### config.mk
export PLATFORM = sky130hd
export DESIGN_NAME = minterm_sweeper
export DESIGN_NICKNAME = d
export VERILOG_FILES = /design/src/rtl/minterm_sweeper.sv
export SDC_FILE = /design/constraint.sdc
export NUM_CORES = 1
export LEC_CHECK = 0
export BUFFER_PORTS_ARGS = -buffer_cell sky130_fd_sc_hd__buf_2
export CAP_MARGIN = 10
export CORE_UTILIZATION = 50
export CTS_CLUSTER_DIAMETER = 50
export CTS_CLUSTER_SIZE = 12
export DETAILED_ROUTE_END_ITERATION = 10
export GPL_TIMING_DRIVEN = 0
export PLACE_DENSITY = 0.76
export SYNTH_ARGS = -nofsm -noshare
export SYNTH_HDL_FRONTEND = slang
export SYNTH_SLANG_ARGS = --single-unit
### constraint.sdc
create_clock -name clk -period 1.7 [get_ports clk]
set_input_delay 0.17 -clock clk [delete_from_list [all_inputs] [get_ports clk]]
set_output_delay 0.17 -clock clk [all_outputs]
set_load 0.02 [all_outputs]
### src/rtl/minterm_sweeper.sv
`timescale 1ns/1ps
// ============================================================================
// minterm_sweeper
// ----------------------------------------------------------------------------
// Exhaustive sequential tester for N-input, single-output combinational
// functions. It drives every minterm 0..2^N-1 onto a shared stimulus bus x.
// It compares two implementations of the same function (sa vs sb) and
// collects the mismatch count, the lowest failing minterm and a per-minterm
// error mask.
//
// Parameters:
//   N     number of function inputs (1..8)
//   HOLD  clock cycles each minterm is applied before sampling (>= 1)
//
// Ports:
//   clk        rising-edge clock
//   reset      asynchronous, active-high reset
//   start      begin a sweep (honoured only in IDLE or DONE)
//   loop       when high, DONE automatically restarts a new sweep
//   sa, sb     outputs of implementation A / B, combinational from x
//   x          registered stimulus (minterm index, MSB = first input)
//   busy       high while sweeping
//   done       high once a sweep has completed
//   pass       valid in DONE; high iff no minterm mismatched
//   err_count  number of mismatching minterms in the last/current sweep
//   first_bad  lowest-numbered mismatching minterm
//   bad_valid  first_bad holds a valid value
//   err_mask   bit m set iff minterm m mismatched
// ============================================================================
module minterm_sweeper #(
    parameter int N    = 2,
    parameter int HOLD = 1
) (
    input  logic              clk,
    input  logic              reset,
    input  logic              start,
    input  logic              loop,
    input  logic              sa,
    input  logic              sb,
    output logic [N-1:0]      x,
    output logic              busy,
    output logic              done,
    output logic              pass,
    output logic [N:0]        err_count,
    output logic [N-1:0]      first_bad,
    output logic              bad_valid,
    output logic [2**N-1:0]   err_mask
);

    // Hold counter must be at least one bit wide even when HOLD == 1.
    localparam int               HW        = (HOLD > 1) ? $clog2(HOLD) : 1;
    localparam logic [HW-1:0]    HOLD_LAST = HW'(HOLD - 1);
    localparam logic [N-1:0]     X_LAST    = '1;
    localparam logic [N:0]       CNT_ONE   = (N+1)'(1);

    typedef enum logic [1:0] {
        IDLE = 2'd0,
        RUN  = 2'd1,
        DONE = 2'd2
    } state_t;

    state_t          state;
    state_t          state_next;
    logic [HW-1:0]   hold_cnt;
    logic            sample;
    logic            last;
    logic            restart;
    logic            mismatch;

    // ------------------------------------------------------------------
    // Decode of the current cycle
    // ------------------------------------------------------------------
    always_comb begin
        // sa/sb are only looked at on the final cycle of each minterm, so
        // settling glitches in the earlier HOLD-1 cycles never count.
        sample   = (state == RUN) && (hold_cnt == HOLD_LAST);
        last     = (x == X_LAST);
        mismatch = sa ^ sb;
        // start and loop together in DONE still give a single restart.
        restart  = ((state == IDLE) && start) ||
                   ((state == DONE) && (start || loop));
    end

    // ------------------------------------------------------------------
    // FSM next-state logic
    // ------------------------------------------------------------------
    always_comb begin
        state_next = state;
        case (state)
            IDLE: if (start)           state_next = RUN;
            RUN:  if (sample && last)  state_next = DONE;
            DONE: if (start || loop)   state_next = RUN;
            default:                   state_next = IDLE;
        endcase
    end

    // ------------------------------------------------------------------
    // FSM state register
    // ------------------------------------------------------------------
    always_ff @(posedge clk or posedge reset) begin
        if (reset) begin
            state <= IDLE;
        end else begin
            state <= state_next;
        end
    end

    // ------------------------------------------------------------------
    // Stimulus, hold counter and result registers
    // ------------------------------------------------------------------
    always_ff @(posedge clk or posedge reset) begin
        if (reset) begin
            x         <= '0;
            hold_cnt  <= '0;
            busy      <= 1'b0;
            done      <= 1'b0;
            err_count <= '0;
            first_bad <= '0;
            bad_valid <= 1'b0;
            err_mask  <= '0;
        end else begin
            // busy/done follow the state being entered so that they are
            // registered yet line up exactly with RUN / DONE.
            busy <= (state_next == RUN);
            done <= (state_next == DONE);

            if (restart) begin
                x         <= '0;
                hold_cnt  <= '0;
                err_count <= '0;
                err_mask  <= '0;
                first_bad <= '0;
                bad_valid <= 1'b0;
            end else if (state == RUN) begin
                if (sample) begin
                    hold_cnt <= '0;
                    if (mismatch) begin
                        // At most 2^N increments per sweep; N+1 bits hold it.
                        err_count   <= err_count + CNT_ONE;
                        err_mask[x] <= 1'b1;
                        // Minterms are visited in ascending order, so the
                        // first one recorded is also the lowest-numbered.
                        if (!bad_valid) begin
                            first_bad <= x;
                            bad_valid <= 1'b1;
                        end
                    end
                    // x parks on the last minterm; only a restart wraps it.
                    if (!last) begin
                        x <= x + 1'b1;
                    end
                end else begin
                    hold_cnt <= hold_cnt + 1'b1;
                end
            end
        end
    end

    // pass is the only decoded output: meaningful only while in DONE.
    assign pass = (state == DONE) && (err_count == '0);

endmodule

# After elaboration in Yosys (flattened, before gate mapping)
# Index checks and enable logic that the tools add are counted.
# Widths: inputs -> output; s select.
# op_classes
n_eq_ne,7
n_bitwise,3
reduce_logical,16
addsub,3
muxes,30
n_mul,0
magnitude_cmp,2
n_div,0
shifts,0
# op_table
operator,n
$mux 2,12
$mux 4,4
$mux 3,4
$mux 1,8
$eq 2x2->1 const B,3
$logic_and 1x1->1,6
$pmux 2 s3,1
$reduce_and 3->1,2
$reduce_bool 2->1,3
$eq 2x1->1 const B,2
$ne 2x1->1 const B,2
$or 4x4->4,1
$reduce_and 4->1,1
$add 3x1->3 const B,1
$logic_not 3->1,1
$lt 2x3->1 const B,1
$add 2x1->2 const B,1
$demux 1 s2,1
$ge 2x1->1 const B,1
$logic_not 2->1,1
$logic_or 1x1->1,2
$add 1x1->1 const B,1
$not 1->1,1
$xor 1x1->1,1
# word_totals
elab_cells,70
input_bits,6
memories,0
output_inout_bits,15
romBits,0
latch_bits,0
ff_bits,17
mem_bits_rw,0

# Logic depth before layout (Yosys ltp)
# logic_depth
ltp_word,9
ltp_mapped,4
ltp_nobuf,4

# Least setup slack after synthesis
# Ideal clock, no wire load.
# synth_path
kind,register to register
startpoint,register hold_cnt
endpoint,register err_count[2]
n_path_buf,0
setup_time_ns,0.078
arrival_ns,1.392
path_slack_ns,0.230
stages_incl_launch_ff,4
period_less_slack_ns,1.470
required_ns,1.622
path_cell_list,dfrtp_1 or3b_4 or4_1 a21oi_1
# synth_via
elab_chain_cells,4
# synth_lines
item,line_no,rtl
"start, declared",64,logic [HW-1:0] hold_cnt;
"start signal, assigned",153,hold_cnt <= hold_cnt + 1'b1;
$not 1->1,76,sample = (state == RUN) && (hold_cnt == HOLD_LAST);
$logic_and 1x1->1,76,
$reduce_bool 2->1 (no line),--,
$reduce_and 3->1 (no line),--,
"end signal, assigned",139,err_count <= err_count + CNT_ONE;
"end, declared",44,"output logic [N:0] err_count,"
# Every way passes these cells.
# A chain may end at the register's enable or synchronous reset.

# Worst setup path after layout
# layout_path
startpoint,register state[0]
endpoint,output port pass
# layout_via
elab_chain_cells,2
# layout_lines
item,line_no,rtl
"start, declared",62,state_t state;
"start signal, assigned",104,state <= state_next;
$eq 2x2->1,160,assign pass = (state == DONE) && (err_count == '0);
$logic_and 1x1->1,160,
"end, declared",43,"output logic pass,"
# Every way passes these cells.

==> run metrics <==
Area growth syn-to-layout=21.01%; critical path peak fanout=10; CP Launch Point=state[0]; TritonCTS clock tree=yes; count of different cell masters after synthesis=24; Fillers=120; Hold WS=113.5 ps; clk buf depth=2; clk_skew=2.912 ps; First-pass DRT Iterations=4; Post-synth top flop=dfrtp_1; Worst-Margin Slew=760.0 ps; commonest non-fill, non-tap cell in the layout=buf_2; wire per inst=12.48 um; Leak Pwr=0.4942 nW; P per Cell Area=1871 nW/um2; CTS buffer count=3; IO buf count=20; Worst-path clk slew=90 ps; YS warnings=0; sequential power share=37.7%; CP Capture Type=primary output; placed wire-length estimate=1087 um; final wirelength=1473 um; routed vias=631; fin. max-slew vios=0; TritonCTS Sinks=17; Max VDD drop=1.319 mV; Logic pwr share=51.3%; sequential fraction of the synthesis area=52.15%; Setup CP Type=flip-flop to primary output; Gate Count Post-Synth=76; most frequent cells in the layout=buf_2, dfrtp_1, inv_1, nor2_1, ha_1; Final period util=95.05%; vias per cell=5.347; startpoint types=flip-flop; arrival time at the worst endpoint=1450 ps; Total Die Area=1797 um2; final setup margin=84.13 ps; Root Buffer=clkbuf_4; vias in the first global route=591; flop2flop setup slack=130 ps; syn_area_per_cell=10.73 um2; share of post-route cells with drive strength above 1=28.43%; GRT Resource Usage Total=18.69%; Worst EP required=1530 ps; path depth of the worst reg2reg path=3; status=completed; reg2reg start=state[1]; switching part of the total=43.70%; I/O Pins=21; reg2reg end=err_count[2]; Power, Total=0.001847 W; CP endpoint=pass; fin util=65.53%; min Tclk post-route=1616 ps; Core Rows=14; fmax=618.9 MHz; Final ANT Viol Nets=0; Post-Place Setup Slack=145.7 ps; cell-internal power=0.001040 W; first-pass GRT wire length=2559 um; H-tree lvl count=1; DR DRC count=0; Post-Syn Area=815.8 um2; Post-synth ARST share=100.0%; final hold vios=0; # diodes=0; Worst Hold Class=input pin to flip-flop; Clock Power Share=11.0%; TNS Setup=0 ps; pin count of the biggest net entering global routing=18; later-pin clock latency in the skew report=270 ps; Die Height=42.39 um; slew margin rel.=49.23%; Net count, final=115; synthesized flop and latch total=17; initial core utilization=54.15%; Die W=42.39 um; Post-synth EDFFs=0; NetSw=0.0008072 W; Max Cap Viol=0; Final setup viols=0; DRT iter0 DRCs=10; global route overflow=0; Placer Congestion=0.7523; initial antenna violation count=0; Synth Net Count=88; core area=1506 um2
==> worst max-delay path, stage by stage (launching register included) <==
cell and delay, ps:
dfrtp_1 390, buf_2 180, or2b_1 270, nor3b_2 180
buf_4 150
==> how the worst min path moves through the flow <==
stage / cells after the start / startpoint / slack (ps) / end
after floorplan: 1 / reset / 100 / bad_valid
after global placement: 2 / reset / 280 / done
after detailed placement: 2 / reset / 280 / done
after CTS: 2 / start / 100 / state[1]
after global routing: 2 / start / 110 / done
final: 2 / start / 110 / state[1]
==> routing by layer <==
metal / wire [um] / global-route usage, % / vias to the layer above / share of wire [%]
li1: - / - / 319 / -
met1: 716 / 27.14 / 294 / 49
met3: 70 / 4.310 / 2 / 4.8
met5: 0 / 0 / - / 0
met2: 673 / 28.00 / 16 / 46
met4: 13 / 5.625 / 0 / 0.88
==> registers in the layout, summed over array words and instances, names as in the netlist <==
name	flops
first_bad	2
err_mask	4
hold_cnt	1
busy	1
state	2
bad_valid	1
x	2
done	1
err_count	3
==> power groups by stage <==
stage                     clock [W]  sequential [W]  combinational (W)
final                      0.000204        0.000696           0.000947
after global routing       0.000236        0.000716            0.00104
after CTS                  0.000215        0.000693           0.000946
after detailed placement          0        0.000701           0.000940
after global placement            0        0.000699           0.000919
after floorplan                   0        0.000883           0.000480
==> what timing repair did <==
item,4_1_cts,5_1_grt
setup buffers,0,1
resized for setup,0,2
hold buffers,1,0
endpoints found under the setup margin,0,1
endpoints found under the hold margin,17,0
==> synth_stat cells (2+ instances only) <==
cell type	count	area (um2)
o32ai_1	2	17.52
mux2i_1	3	30.03
xnor2_1	2	17.52
nor3b_1	2	15.01
o21ai_0	5	25.02
nand2_1	4	15.01
nand2b_1	2	12.51
a31oi_1	4	25.02
inv_1	7	26.28
a21oi_1	3	15.01
nor2_1	7	26.28
dfrtp_1	17	425.4
ha_1	6	75.07
a31o_2	2	17.52
==> kinds of logic after synthesis <==
kind of cell | synth area share [%]
XOR/XNOR | 3.221
AND/OR/NAND/NOR | 13.96
multiplexers | 3.681
buffers and inverters | 3.834
flip-flops | 52.15
AO/OA/AOI/OAI | 13.96
adder cells (fa/ha/maj) | 9.202
==> metrics by stage <==
stage | cells | instance area, um2
2_1_floorplan | 76 | 815.8
3_3_place_gp | 112 | 935.9
3_5_place_dp | 112 | 935.9
4_1_cts | 117 | 972.2
5_1_grt | 118 | 987.2
6_report | 118 | 987.2
==> final cells by class <==
type | count | area, um2 | area share, %
buffer | 1 | 5.005 | 0.5070
clock buffer | 4 | 26.28 | 2.662
inverter | 7 | 26.28 | 2.662
multi-input combinational | 51 | 364.1 | 36.88
sequential | 17 | 425.4 | 43.09
tap | 16 | 20.02 | 2.028
timing repair buffer | 22 | 120.1 | 12.17
No activity file was read; power rests on OpenSTA's default activity.
